**src/rtl/vga_pkg.sv**
```systemverilog
// vga_pkg: shared constants and types for the VGA mode sequencer.
//   - cfg address map (table entries 0-3, control word 4, 5-7 reserved)
//   - cfg_data field positions for table entries and the control word
//   - table entry struct, FSM state encoding, frame-limit helper
package vga_pkg;

    localparam int unsigned NUM_ENTRIES = 4;

    // cfg address map
    localparam logic [2:0] CFG_ADDR_ENTRY_MAX = 3'd3;
    localparam logic [2:0] CFG_ADDR_CTRL      = 3'd4;

    // Table entry fields in cfg_data
    localparam int unsigned CFG_SPEED_LSB  = 10;
    localparam int unsigned CFG_MODE_LSB   = 8;
    localparam int unsigned CFG_FRAMES_LSB = 0;

    // Control word fields in cfg_data
    localparam int unsigned CTRL_LOOP_BIT = 2;
    localparam int unsigned CTRL_LAST_LSB = 0;

    typedef struct packed {
        logic [1:0] speed;
        logic [1:0] mode;
        logic [7:0] frames;
    } entry_t;

    typedef enum logic [1:0] {
        StIdle = 2'd0,
        StRun  = 2'd1,
        StDone = 2'd2
    } state_e;

    // Last frame_cnt value of an entry; frames=0 behaves like frames=1.
    function automatic logic [7:0] frame_limit(input logic [7:0] frames);
        return (frames == 8'd0) ? 8'd0 : frames - 8'd1;
    endfunction

endpackage

```
**src/rtl/sync_edge_detect.sv**
```systemverilog
// sync_edge_detect: registers a level once and emits a registered one-cycle
// pulse in the cycle after a 0->1 transition was seen.
// Ports:
//   clk   - clock
//   rst_n - synchronous active-low reset
//   level - input level, synchronous to clk
//   rise  - registered rising-edge pulse
module sync_edge_detect (
    input  logic clk,
    input  logic rst_n,
    input  logic level,
    output logic rise
);

    logic level_q;
    logic rise_q;

    always_ff @(posedge clk) begin
        if (!rst_n) begin
            level_q <= 1'b0;
            rise_q  <= 1'b0;
        end else begin
            level_q <= level;
            rise_q  <= level & ~level_q;
        end
    end

    assign rise = rise_q;

endmodule

```
**src/rtl/vga_mode_sequencer.sv**
```systemverilog
// vga_mode_sequencer: steps through a 4-entry table of {speed, mode, frames},
// one step per frame, driving pattern mode and horizontal scroll.
// Ports:
//   clk, rst_n           - pixel clock, synchronous active-low reset
//   vsync                - vertical sync, frame_tick derived from its rising edge
//   enable               - sequencing runs while high, forces IDLE when low
//   cfg_valid/cfg_ready  - config write handshake (stalled only in the tick cycle)
//   cfg_addr/cfg_data    - pending-table write (0-3 entries, 4 control)
//   mode, scroll         - outputs to the colour datapath
//   entry_idx            - active table entry
//   frame_tick           - one-cycle pulse per frame
//   busy                 - high in RUN
module vga_mode_sequencer #(
    parameter int unsigned SCROLL_W = 10
) (
    input  logic                clk,
    input  logic                rst_n,
    input  logic                vsync,
    input  logic                enable,
    input  logic                cfg_valid,
    output logic                cfg_ready,
    input  logic [2:0]          cfg_addr,
    input  logic [11:0]         cfg_data,
    output logic [1:0]          mode,
    output logic [SCROLL_W-1:0] scroll,
    output logic [1:0]          entry_idx,
    output logic                frame_tick,
    output logic                busy
);

    import vga_pkg::*;

    state_e                state_q, state_d;
    logic [SCROLL_W-1:0]   scroll_q, scroll_d;
    logic [1:0]            idx_q, idx_d, idx_c;
    logic [7:0]            cnt_q, cnt_d, cnt_c;
    entry_t                pend_tbl_q [NUM_ENTRIES];
    entry_t                act_tbl_q  [NUM_ENTRIES];
    logic [1:0]            pend_last_q, act_last_q, last_c;
    logic                  pend_loop_q, act_loop_q, loop_c;
    logic                  dirty_q;
    logic                  commit;
    logic                  cfg_we;
    entry_t                cur_c;

    sync_edge_detect u_vsync_edge (
        .clk   (clk),
        .rst_n (rst_n),
        .level (vsync),
        .rise  (frame_tick)
    );

    assign cfg_ready = ~frame_tick;
    assign cfg_we    = cfg_valid & cfg_ready;
    assign commit    = frame_tick & dirty_q;

    // Pending/active tables. A write can never coincide with a commit because
    // cfg_ready is low in the tick cycle.
    always_ff @(posedge clk) begin
        if (!rst_n) begin
            pend_tbl_q  <= '{default: '0};
            act_tbl_q   <= '{default: '0};
            pend_last_q <= 2'd0;
            act_last_q  <= 2'd0;
            pend_loop_q <= 1'b1;
            act_loop_q  <= 1'b1;
            dirty_q     <= 1'b0;
        end else begin
            if (cfg_we) begin
                if (cfg_addr <= CFG_ADDR_ENTRY_MAX) begin
                    pend_tbl_q[cfg_addr[1:0]] <= '{
                        speed:  cfg_data[CFG_SPEED_LSB +: 2],
                        mode:   cfg_data[CFG_MODE_LSB +: 2],
                        frames: cfg_data[CFG_FRAMES_LSB +: 8]
                    };
                    dirty_q <= 1'b1;
                end else if (cfg_addr == CFG_ADDR_CTRL) begin
                    pend_last_q <= cfg_data[CTRL_LAST_LSB +: 2];
                    pend_loop_q <= cfg_data[CTRL_LOOP_BIT];
                    dirty_q     <= 1'b1;
                end
            end
            if (commit) begin
                act_tbl_q  <= pend_tbl_q;
                act_last_q <= pend_last_q;
                act_loop_q <= pend_loop_q;
                dirty_q    <= 1'b0;
            end
        end
    end

    always_ff @(posedge clk) begin
        if (!rst_n) begin
            state_q  <= StIdle;
            scroll_q <= '0;
            idx_q    <= 2'd0;
            cnt_q    <= 8'd0;
        end else begin
            state_q  <= state_d;
            scroll_q <= scroll_d;
            idx_q    <= idx_d;
            cnt_q    <= cnt_d;
        end
    end

    always_comb begin
        state_d  = state_q;
        scroll_d = scroll_q;
        idx_d    = idx_q;
        cnt_d    = cnt_q;

        // A commit in this cycle governs this frame's advance, so evaluate
        // against the table that is about to become active.
        last_c = commit ? pend_last_q : act_last_q;
        loop_c = commit ? pend_loop_q : act_loop_q;
        idx_c  = idx_q;
        cnt_c  = cnt_q;
        if (commit && (idx_q > pend_last_q)) begin
            idx_c = 2'd0;
            cnt_c = 8'd0;
        end
        cur_c = commit ? pend_tbl_q[idx_c] : act_tbl_q[idx_c];

        case (state_q)
            StIdle: begin
                idx_d = 2'd0;
                cnt_d = 8'd0;
                if (frame_tick && enable) begin
                    state_d = StRun;
                end
            end
            StRun: begin
                if (frame_tick) begin
                    scroll_d = scroll_q + SCROLL_W'(cur_c.speed);
                    idx_d    = idx_c;
                    if (cnt_c == frame_limit(cur_c.frames)) begin
                        cnt_d = 8'd0;
                        if (idx_c == last_c) begin
                            if (loop_c) begin
                                idx_d = 2'd0;
                            end else begin
                                state_d = StDone;
                            end
                        end else begin
                            idx_d = idx_c + 2'd1;
                        end
                    end else begin
                        cnt_d = cnt_c + 8'd1;
                    end
                end
            end
            StDone: begin
                if (commit) begin
                    state_d = StRun;
                    idx_d   = 2'd0;
                    cnt_d   = 8'd0;
                end
            end
            default: begin
                state_d = StIdle;
            end
        endcase

        if (!enable) begin
            state_d = StIdle;
            idx_d   = 2'd0;
            cnt_d   = 8'd0;
        end
    end

    assign mode      = (state_q == StIdle) ? 2'd0 : act_tbl_q[idx_q].mode;
    assign busy      = (state_q == StRun);
    assign scroll    = scroll_q;
    assign entry_idx = idx_q;

endmodule

```
**config.mk**
```make
export PLATFORM = sky130hd
export DESIGN_NAME = vga_mode_sequencer
export DESIGN_NICKNAME = d
export VERILOG_FILES = /design/src/rtl/vga_pkg.sv /design/src/rtl/sync_edge_detect.sv /design/src/rtl/vga_mode_sequencer.sv
export SDC_FILE = /design/constraint.sdc
export NUM_CORES = 1
export LEC_CHECK = 0
export CORE_ASPECT_RATIO = 0.7
export CORE_MARGIN = 2
export CORE_UTILIZATION = 45
export CTS_CLUSTER_SIZE = 8
export DETAILED_ROUTE_END_ITERATION = 8
export GPL_TIMING_DRIVEN = 0
export HOLD_SLACK_MARGIN = 0.08
export PLACE_DENSITY_LB_ADDON = 0.3
export SLEW_MARGIN = 30
export SYNTH_ARGS = -nofsm -noshare
export SYNTH_HDL_FRONTEND = slang
export SYNTH_SLANG_ARGS = --single-unit
```
**constraint.sdc**
```tcl
create_clock -name clk -period 4.1 [get_ports clk]
set_input_delay 0.41 -clock clk [delete_from_list [all_inputs] [get_ports clk]]
set_output_delay 0.41 -clock clk [all_outputs]
set_load 0.05 [all_outputs]
```
# After elaboration in Yosys (flattened, before gate mapping)
# Cells that the tools add are included.
# word_totals
input_bits,20
register_bits,127
# op_classes
n_addsub,4
order_cmp,6
muxes,38
eq_ne,11
bitwise_logic,10
n_reduce_logical,15
# op_table
cell,n
binary-select mux 12 bit (select 2 bit),3
two-way mux 12 bit,6
bitwise mux 48 bit,1
two-way mux 8 bit,5
two-way mux 2 bit,14
demux 12 bit (select 2 bit),1
one-hot mux 8 bit (3 select lines),1
two-way mux 10 bit,2
one-hot mux 2 bit (3 select lines),2
adder 10 x 2 -> 10 bit,1
greater-or-equal comparator 3 bit (second input constant),3
NOT 2 -> 3 bit,3
adder 8 x 1 -> 8 bit (second input constant),1
equality test 8 bit,1
zero test 8 bit,1
AND reduction 2 bit,4
subtractor 8 x 1 -> 8 bit (second input constant),1
inequality test 2 x 1 -> 1 bit (second input constant),3
inequality test 2 bit (second input constant),3
AND reduction 3 bit,2
AND reduction 6 bit,1
NOT 1 bit,4
bitwise AND 1 bit,3
equality test 3 bit (second input constant),1
other kinds (13),17

# Longest topological paths before layout
# Gate-level depths: netlist of the first run.
# depth
word_depth,14
ltp_mapped,20

# Hierarchy
# A second synthesis of the first run with hierarchy kept.
# unflattened
hier_cells,667
hier_area_um2,6177.2
# modules_own_cells
mod,cells_per_inst,instances,area_each_um2
vga_mode_sequencer,663,1,6122.1
sync_edge_detect,4,1,55.1

# Least setup slack after synthesis of the first run
# Ideal clock, no wire load.
# synth_path
kind,reg-to-reg
from,register idx_q[0] (netlist: entry_idx[0])
to,register cnt_q[6]
path_buffers,5
path_slack_ps,-170
t_required_ps,4025
stages_incl_launch_ff,20
arrival_time_ps,4195
path_cell_list,dfxtp_1 buf_4 inv_2 clkbuf_1 ha_1 nand2_1 o211ai_2 buf_2 buf_2 and3_1 nor3_1 ha_1 nand3_1 or4b_1 nand3_1 mux2i_1 o211ai_2 buf_4 nand3_1 a31oi_1
# synth_between
elab_chain_cells,14
word_cells_on_any_way,20
classes_between,2 x add/sub; 1 x order compare; 1 x eq/ne; 13 x mux; 1 x bitwise; 2 x reduce/logical
# synth_rtl
element,line,source
"start, declared",vga_mode_sequencer.sv:35,"logic [1:0] idx_q, idx_d, idx_c;"
"start signal, assigned",vga_mode_sequencer.sv:101,idx_q <= idx_d;
> comparator 2 bit,vga_mode_sequencer.sv:118,if (commit && (idx_q > pend_last_q)) begin
logical AND 1 bit,vga_mode_sequencer.sv:118,
two-way mux 2 bit,vga_mode_sequencer.sv:118,
NOT 2 -> 3 bit (implied by the code),vga_mode_sequencer.sv:122,cur_c = commit ? pend_tbl_q[idx_c] : act_tbl_q[idx_c];
binary-select mux 12 bit (select 2 bit),vga_mode_sequencer.sv:122,
two-way mux 12 bit (implied by the code) (2 in series),vga_mode_sequencer.sv:122,
two-way mux 12 bit,vga_mode_sequencer.sv:122,
subtractor 8 x 1 -> 8 bit / zero test 8 bit (equally long branches),vga_pkg.sv:36,return (frames == 8'd0) ? 8'd0 : frames - 8'd1;
two-way mux 8 bit,vga_pkg.sv:36,
equality test 8 bit,vga_mode_sequencer.sv:136,if (cnt_c == frame_limit(cur_c.frames)) begin
two-way mux 8 bit (*),vga_mode_sequencer.sv:136,
two-way mux 8 bit (*),vga_mode_sequencer.sv:133,if (frame_tick) begin
one-hot mux 8 bit (3 select lines) (*),vga_mode_sequencer.sv:124,case (state_q)
"end signal, assigned",vga_mode_sequencer.sv:102,cnt_q <= cnt_d;
"end, declared",vga_mode_sequencer.sv:36,"logic [7:0] cnt_q, cnt_d, cnt_c;"
# Every way passes the cells marked *; elsewhere a longest branch is shown, timed or not. The select of a mux whose other input is x is not followed.
# A chain may end at the register's enable or synchronous reset.

# Worst setup path in the final report of the first run
# layout_path
from,register idx_q[0] (netlist: entry_idx[0])
to,register idx_q[1] (netlist: entry_idx[1])
# layout_between
elab_chain_cells,14
word_cells_on_any_way,23
classes_between,2 x add/sub; 1 x order compare; 2 x eq/ne; 15 x mux; 1 x bitwise; 2 x reduce/logical
# layout_rtl
element,line
> comparator 2 bit,vga_mode_sequencer.sv:118
logical AND 1 bit,vga_mode_sequencer.sv:118
two-way mux 2 bit,vga_mode_sequencer.sv:118
NOT 2 -> 3 bit (implied by the code),vga_mode_sequencer.sv:122
binary-select mux 12 bit (select 2 bit),vga_mode_sequencer.sv:122
two-way mux 12 bit (implied by the code) (2 in series),vga_mode_sequencer.sv:122
two-way mux 12 bit,vga_mode_sequencer.sv:122
subtractor 8 x 1 -> 8 bit / zero test 8 bit (equally long branches),vga_pkg.sv:36
two-way mux 8 bit,vga_pkg.sv:36
equality test 8 bit,vga_mode_sequencer.sv:136
two-way mux 2 bit (*),vga_mode_sequencer.sv:136
two-way mux 2 bit (*),vga_mode_sequencer.sv:133
one-hot mux 2 bit (3 select lines) (*),vga_mode_sequencer.sv:124
# Marked as above.

==> results.md, run 1 <==
- Crit Path Max Fanout: 10
- Top cells by area, synth: dfxtp_1 40%, mux2i_1 13%, nor2b_1 7.4%
- Via-to-Cell Ratio: between 5 and 6
- CTS Buf Count: 17
- Final WS setup: about 0.038 ns
- Hold_sp: u_vsync_edge.level_q
- ANT nets after route: 0
- Sequential cell area: 0.002544 sq mm
- Most frequent cell after synthesis: dfxtp_1
- Vias: ~5,400
- Drt drc: 0
- Root buffer cell: clkbuf_16
- IO Count: 37
- Diode count: 0
- Grt total ovfl: 0
- # Max-Cap Violations: 0
- Fillcell total: around 1,200
- Avg Cell Area, Syn: between 9 and 10 sq um
- Gpl congestion: 0.8806
- Layout cells sized above 1: 0.1355
- Uppermost routed layer: met4
- Leakage Power: approximately 3.2 nW
- Final HPWL from detailed placement: between 10,000 and 15,000 microns
- Port bufs: 35
- End of the worst hold path: u_vsync_edge.rise
- Pre-CTS worst setup slack: -0.8015 ns
- Initial antenna violation count: 0
- Mapped Nets: approximately 710
- Register bit total from synthesis: around 130
- CP endpoint kind: flip-flop
- DR WL met3: 1322 microns
- R2R setup slack: ~0.038 ns
- CTS tree: yes
- Worst slew pin tran: about 0.94 ns
- Max VDD drop: around 340 uV
- Synth unique cells: 64
- Die X: between 100 and 150 microns
- Tcrit/Tclk final: 0.9907
- Count of final max-slew check failures: 0
- Fmax: 246.2 MHz
- Nets: slightly below 800
- # rows: 36
- Dominant synthesized flop cell: dfxtp_1
- Crit path required time: roughly 4.4 ns
- Max Root-Sink Buffers: 2
- CP Class: flip-flop to flip-flop
- Status: completed
- Starting density of the core: 0.4565
- Post-synthesis mux area share: 0.1579
- Final Cell Area: about 0.0077 sq mm
- Dominant cell type by area after synthesis: dfxtp_1
- Final Hold Vio Count: 0
- Reg2Reg Capture Point: entry_idx[1]
- Met2 wire len: slightly above 8000 microns
- Power Total: about 0.0030 W
- Startpoint Class: flip-flop
- Multi-input gate area: 0.003637 sq mm
- Synth top area share: 0.4041
- Clock Sink Count: 127
- CTS H-tree depth: 4
- Synth async-reset ratio: 0
- Final WL: 18,310 microns
- Yosys warns: 0
- Initial DRC Count: approximately 450
- Placed cells: 908
- Die area: ~0.015 sq mm
- Tmin final: slightly above 4 ns
- Cell area after synthesis: approximately 0.0063 sq mm
- M1 WL: approximately 8600 microns
- Area Growth Syn to Fin: 23.01%
- Core box area: approximately 0.014 sq mm
- R2R cell count: 20
- Synthesized-area fraction occupied by adder cells: 0.01710
- First-pass GRT wire length: between 20,000 and 30,000 microns
- DP Area: just under 0.007 sq mm
- Slew headroom: 0.3741
- Post-synthesis instance total: about 680
- Post-synthesis compound-gate area fraction: 0.1203
- All-Layer GR Usage: 0.2494
- Main combinational cell family by area after synthesis: simple AND/OR/NAND/NOR gates
- Number of global-route vias before repair: 5,017
- Drt pass-1 iters: 5
- Commonest cells in the netlist: 127 x dfxtp_1, 87 x nand2_1, 79 x mux2i_1
- Sequential share of the synthesized area: 0.4041
- Worst-Skew Late Latency: roughly 0.43 ns
- Final Setup Violations: 0
- PD cells: a little under 400 mW/mm^2
- Worst hold slack: ~0.41 ns
- Critical Path AT: 4.35 ns
- Area share of xor/xnor cells in the synthesized design: 0.01949
- R2R Path Start: entry_idx[0]
- Layout Cells excl Fill: between 900 and 1,000
- Die H: 102.9 microns
- Register clock-pin slew on the reported worst setup and hold paths: around 0.060 ns
- WHS Path Cells: 1
- Worst Hold Class: flip-flop to flip-flop
- Simple logic cell fraction of the synthesized area: 0.2448
- WL/cell: roughly 19 microns
- Pin count of the biggest net entering global routing: 17
- Skew final: ~0.011 ns
- Post-synth EDFFs: 0
## flip-flops by register name, summed over array words and instances, names as in the netlist, 2 cells and up
name / count
act_tbl_q: 48
pend_last_q: 2
state_q: 2
act_last_q: 2
entry_idx: 2
cnt_q: 8
pend_tbl_q: 48
scroll: 10
## where the power goes
| part | leakage [nW] | switching [W] | internal, W |
|---|---|---|---|
| Combinational | 1.85 | 0.0000892 | 0.0000727 |
| Clock | 0.301 | 0.000630 | 0.000979 |
| Sequential | 1.03 | 0.0000105 | 0.00125 |
## layout make-up
| cell class | count | share of cell area |
|---|---|---|
| timing repair buffer | 45 | 0.05496 |
| sequential | 127 | 0.3286 |
| clock inverter | 15 | 0.02586 |
| buffer | 39 | 0.02926 |
| inverter | 11 | 0.005658 |
| tap | 190 | 0.03071 |
| multi-input combinational | 506 | 0.4699 |
| clock buffer | 17 | 0.05496 |
## layer usage
layer  vias to the layer above  GRT usage
li1                       2529          -
met4                         0    0.05732
met2                       210     0.3996
met1                      2599     0.3500
met5                         -          0
met3                        24    0.05221
## metrics by stage
stage	TNS [ns]	utilization
3_5_place_dp	-10.21	0.4996
2_1_floorplan	0	-
5_1_grt	-0.04706	0.5615
6_report	0	0.5615
3_3_place_gp	-8.324	0.4996
4_1_cts	0	0.5522
## placed cells by master, fill, tap and decap left out, types with 4 or more instances in the layout
cell type | synthesis | routed
mux2i_1 | 79 | 79
nor4_1 | 4 | 4
nor3_1 | 7 | 6
nor2_1 | 30 | 29
dfxtp_1 | 127 | 126
a21oi_1 | 9 | 9
buf_4 | 3 | 11
nand2_1 | 87 | 85
or3_1 | 6 | 5
clkbuf_16 | 0 | 17
xnor2_1 | 11 | 11
and2_1 | 16 | 16
o21ai_1 | 4 | 5
buf_6 | 3 | 7
clkbuf_2 | 0 | 4
nor2b_1 | 74 | 73
nand4_1 | 7 | 7
clkbuf_1 | 23 | 20
ha_1 | 7 | 5
nor3b_1 | 6 | 6
a31oi_1 | 10 | 10
nand3_1 | 26 | 25
inv_1 | 10 | 10
mux4_2 | 8 | 8
o21a_1 | 7 | 7
a211oi_1 | 5 | 4
o211ai_1 | 4 | 4
and3_1 | 11 | 11
a21boi_0 | 29 | 28
clkdlybuf4s50_1 | 0 | 35
inv_6 | 0 | 5
o21ai_0 | 10 | 9
## worst max-delay path by stage
| stage | end | depth (start not counted) | from |
|---|---|---|---|
| 2_1_floorplan | entry_idx[0] | 19 | entry_idx[0] |
| 3_3_place_gp | cnt_q[5] | 20 | entry_idx[0] |
| 3_5_place_dp | cnt_q[6] | 20 | entry_idx[0] |
| 4_1_cts | entry_idx[0] | 20 | entry_idx[0] |
| 5_1_grt | entry_idx[1] | 20 | entry_idx[0] |
| 6_report | entry_idx[1] | 20 | entry_idx[0] |
## cells by family after synthesis
logic type / count (synthesis)
AO/OA/AOI/OAI: 103
multiplexers: 89
adder cells (fa/ha/maj): 8
buffers and inverters: 50
AND/OR/NAND/NOR: 292
flip-flops: 127
XOR/XNOR: 14
## repair_timing
item                                    CTS  global route
endpoints found under the setup margin   21            19
pin swaps                                 3             5
hold buffers                              0             0
resized for setup                        15            25
buffers inserted                          7             3
## worst max-delay path, cell delays in order, from the launching register on
cell and delay (ns):
dfxtp_2 0.34, buf_6 0.14, inv_4 0.07, buf_8 0.15, ha_1 0.30, nand2_1 0.12
o211ai_2 0.13, buf_6 0.16, buf_6 0.15, nand2_2 0.10, o22a_2 0.18, a21boi_4 0.23
ha_4 0.16, nand3b_2 0.10, nor4b_2 0.19, or3_1 0.37, a221oi_2 0.28, o211ai_2 0.18
buf_4 0.18, o211ai_1 0.23, o311ai_2 0.16
No activity file was read; power rests on OpenSTA's default activity.
==> run 2: changes to the inputs <==
--- a/config.mk
+++ b/config.mk
@@ -16,4 +16,5 @@
 export SLEW_MARGIN = 30
 export SYNTH_ARGS = -nofsm -noshare
 export SYNTH_HDL_FRONTEND = slang
+export SYNTH_HIERARCHICAL = 1
 export SYNTH_SLANG_ARGS = --single-unit
==> run 2 against run 1 <==
  * Power down 6.5%
  * Clock power is 12% lower
  * Final cell count is 2.7% lower
  * Critical endpoint is now scroll[8]
  * Largest cell class unchanged
  * Largest power group unchanged
==> results.md, run 2 <==
- Setup TNS: 0 ns (unchanged)
- Sequential share of power: 0.444 (+0.029)
- Number of global-route vias before repair: 4,864 (-3.0%)
- RSZ-0062 raised after global routing: no
- # Max-Cap Violations: 0 (unchanged)
- First-pass GRT wire length: 26,070 microns (-8.2%)
- Mapped Nets: 695 (-2.3%)
- Count of final max-slew check failures: 0 (unchanged)
- Die H: 102.0 microns (-0.88%)
- Cell area after synthesis: 0.006177 sq mm (-1.8%)
- Tcrit/Tclk final: 0.9562 (-0.03450)
- Sw Ratio: 0.2211 (-0.01991)
- End of the worst hold path: act_tbl_q[20]
- Most frequent cell after synthesis: dfxtp_1
- PD cells: 381.4 mW/mm^2 (-2.5%)
- Power Total: 0.002832 W (-6.5%)
- Die X: 144.0 microns (-0.89%)
- CTS tree: yes
- Nets: 757 (-2.3%)
- Crit path required time: 4.41 ns (+0.03 ns)
- Startpoint Class: flip-flop
- Sequential share of the synthesized area: 0.4116 (+0.007530)
- Worst-Skew Late Latency: 0.42 ns (about the same)
- Tmin final: 3.920 ns (-0.1414 ns)
- Avg Cell Area, Syn: 9.261 sq um (+0.53%)
- Port bufs: 36 (+2.9%)
- Top cells by area, synth: dfxtp_1 41%, mux2i_1 11%, nand2_1 7.5%
- R2R Path Start: entry_idx[0]
- Most common cell after layout, fill and taps aside: dfxtp_1
- ANT nets after route: 0 (unchanged)
- CTS H-tree depth: 4 (unchanged)
- Worst path slowest cell: mux4_2
- Grt total ovfl: 0 (unchanged)
- Gpl congestion: 0.8926 (+1.4%)
- Die area: 0.01470 sq mm (-1.8%)
- Diode count: 0 (unchanged)
- Clock power frac: 0.502 (-0.030)
- Reg2Reg Capture Point: scroll[8]
- Hold_buf cts: 0 (unchanged)
- Core box area: 0.01327 sq mm (-3.7%)
- Comb pwr share: 0.054 (about the same)
- Root buffer cell: clkbuf_16
- Synth top area share: 0.4116 (+0.007530)
- CP endpoint kind: flip-flop
- Fillcell total: 1,170 (-3.4%)
- Slew headroom: 0.3504 (-0.02376)
- IO Count: 37 (unchanged)
- # rows: 35 (-2.8%)
- Internal: 0.002206 W (-4.0%)
- Pin count of the biggest net entering global routing: 17 (unchanged)
- Via-to-Cell Ratio: 5.512 (-2.3%)
- Area Growth Syn to Fin: 20.21%
- Final HPWL from detailed placement: 11,930 microns (-8.7%)
- Max VDD drop: 315.2 uV (-7.1%)
- Post-synthesis instance total: 667 (-2.3%)
- Initial antenna violation count: 0 (unchanged)
- CP Class: flip-flop to flip-flop
- Critical Path AT: 4.23 ns (-0.12 ns)
- Layout cells sized above 1: 0.1137 (-0.02186)
- Final Hold Vio Count: 0 (unchanged)
- Worst Hold Class: flip-flop to flip-flop
- Skew final: 0.007428 ns (-0.003293 ns)
- Max Root-Sink Buffers: 2 (unchanged)
- Register bit total from synthesis: 127 (unchanged)
- All-Layer GR Usage: 0.2372 (-0.01223)
- Vias: 5,093 (-5.0%)
- WL/cell: 18.15 microns (-5.8%)
- Register clock-pin slew on the reported worst setup and hold paths: 0.05 ns (about the same)
- Clock Sink Count: 127 (unchanged)
- Fmax: 255.1 MHz (+3.6%)
- Initial DRC Count: 397 (-12%)
- Final WL: 16,770 microns (-8.4%)
- Slowest stage delay, CP: 0.53 ns (+0.16 ns)
- Commonest cells in the netlist: 127 x dfxtp_1, 124 x nand2_1, 66 x mux2i_1
- R2R setup slack: 0.18 ns (+0.14 ns)
- Synth unique cells: 65 (+1.6%)
- Status: completed
- Net Sw Power: 0.0006263 W (-14%)
- Leakage Power: 2.798 nW (-12%)
- Most frequent cells in the layout: 125 x dfxtp_1, 121 x nand2_1, 65 x mux2i_1
- Cell Chain, Critical Path: buf_6 -> inv_2 -> buf_6 -> ha_1 -> nor2b_2 -> o211ai_2 -> buf_4 -> buf_2 -> nand2_2 -> mux4_2 -> nand2_1 -> o21ai_0 -> ha_1 -> fa_1 -> and3_1 -> nand2_1 -> xnor2_1 -> and2_1
- DP Area: 0.006769 sq mm (-1.7%)
- Yosys warns: 6 (+6)
- Hold_sp: act_tbl_q[20]
- Dominant cell type by area after synthesis: dfxtp_1
- Final Cell Area: 0.007426 sq mm (-4.1%)
- Dominant synthesized flop cell: dfxtp_1
- Worst slew pin tran: 0.9744 ns (+0.03564 ns)
- Final Setup Violations: 0 (unchanged)
- CTS Buf Count: 17 (unchanged)
- Post-synth EDFFs: 0 (unchanged)
- Synth async-reset ratio: 0 (unchanged)
- Starting density of the core: 0.4655 (+0.009017)
- WHS Path Cells: 2 (+1)
- Crit Path Max Fanout: 10 (unchanged)
- R2R cell count: 18 (-10%)
- Drt pass-1 iters: 5 (unchanged)
- Drt drc: 0 (unchanged)
[run 2: changes by cell type in the layout (fill, tap and decap cells not counted), sizes merged, moves of 5 or more]
cell    change
mux2i      -13
a21boi     +15
nand2      +35
o211ai      -5
a31oi       -6
clkbuf      +5
nor2b      -11
and3        -5
inv        -11
nand3       -9
[run 2: layout make-up]
class                      instances  area [sq um]  share of cell area
buffer                            39         205.2             0.02763
clock buffer                      21         450.4             0.06066
clock inverter                     8         92.59             0.01247
inverter                           9         33.78            0.004549
multi-input combinational        492          3455              0.4652
sequential                       127          2545              0.3427
tap                              185         231.5             0.03117
timing repair buffer              43         412.9             0.05560
[run 2: cells by family (layout without fill, tap and decap cells)]
| kind of cell | after synthesis | count (layout) | share of synthesized area |
|---|---|---|---|
| multiplexers | 78 | 78 | 0.1489 |
| XOR/XNOR | 19 | 19 | 0.02694 |
| buffers and inverters | 48 | 120 | 0.03727 |
| AND/OR/NAND/NOR | 284 | 284 | 0.2285 |
| AO/OA/AOI/OAI | 103 | 103 | 0.1294 |
| adder cells (fa/ha/maj) | 8 | 8 | 0.01742 |
| flip-flops | 127 | 127 | 0.4116 |
[run 2: worst max-delay path by stage]
stage                         to  cells past startpoint  slack, ns         startpoint
floorplan               cnt_q[0]                     19       0.04       entry_idx[0]
detailed placement  entry_idx[0]                     18      -0.10       entry_idx[0]
global route          state_q[0]                     16     0.0008     pend_last_q[1]
finish                 scroll[8]                     18       0.18       entry_idx[0]
CTS                   state_q[0]                     17       0.02  u_vsync_edge/rise
global placement    entry_idx[0]                     18      -0.01       entry_idx[0]
[run 2: worst max-delay path, delay by kind of cell (launching register included)]
family / cells / cell delay [ns]
compound gates: 2 / 0.39
xor+xnor: 1 / 0.06
fa+ha+maj: 3 / 0.90
buf+inv: 5 / 0.70
flops: 1 / 0.35
mux: 1 / 0.53
simple gates: 6 / 0.88
[run 2: power by group through the flow]
stage	sequential (W)	clock [W]	combinational, W
after detailed placement	0.00128	0	0.000146
final	0.00126	0.00142	0.000152
after global placement	0.00128	0	0.000143
after floorplan	0.00128	0	0.0000844
after global routing	0.00126	0.00149	0.000161
after CTS	0.00126	0.00143	0.000149
[run 2: metrics by stage]
| stage | utilization | std cells | hold slack (ns) | setup slack, ns |
|---|---|---|---|---|
| 3_3_place_gp | 0.5101 | 888 | 0.4468 | -0.01141 |
| 4_1_cts | 0.5541 | 921 | 0.4637 | 0.02270 |
| 2_1_floorplan | - | 667 | 0.4402 | 0.03551 |
| 6_report | 0.5596 | 924 | 0.4628 | 0.1796 |
| 5_1_grt | 0.5596 | 924 | 0.4842 | 0.0008256 |
| 3_5_place_dp | 0.5101 | 888 | 0.4564 | -0.1036 |
[run 2: metal layers]
layer / vias to the layer above / wire length (microns) / global-route usage
met4: 0 / 163 / 0.06410
met2: 174 / 7352 / 0.3722
met3: 16 / 1093 / 0.05014
li1: 2421 / - / -
met1: 2482 / 8160 / 0.3344
met5: - / 0 / 0
[run 2: timing repair]
action                                  4_1_cts  5_1_grt
gates resized for setup                       2       16
pin swaps                                     2        4
setup buffers                                 4        3
endpoints found under the setup margin        8       18
hold endpoints to repair                      0        0
==> run 3: changes to the inputs <==
--- a/config.mk
+++ b/config.mk
@@ -8,13 +8,12 @@
 export CORE_ASPECT_RATIO = 0.7
 export CORE_MARGIN = 2
 export CORE_UTILIZATION = 45
+export CTS_CLUSTER_DIAMETER = 120
 export CTS_CLUSTER_SIZE = 8
 export DETAILED_ROUTE_END_ITERATION = 8
 export GPL_TIMING_DRIVEN = 0
-export HOLD_SLACK_MARGIN = 0.08
 export PLACE_DENSITY_LB_ADDON = 0.3
 export SLEW_MARGIN = 30
 export SYNTH_ARGS = -nofsm -noshare
 export SYNTH_HDL_FRONTEND = slang
-export SYNTH_HIERARCHICAL = 1
 export SYNTH_SLANG_ARGS = --single-unit
==> results of run 3 <==
No change in the layout: final DEF, timing and power equal those of run 1.
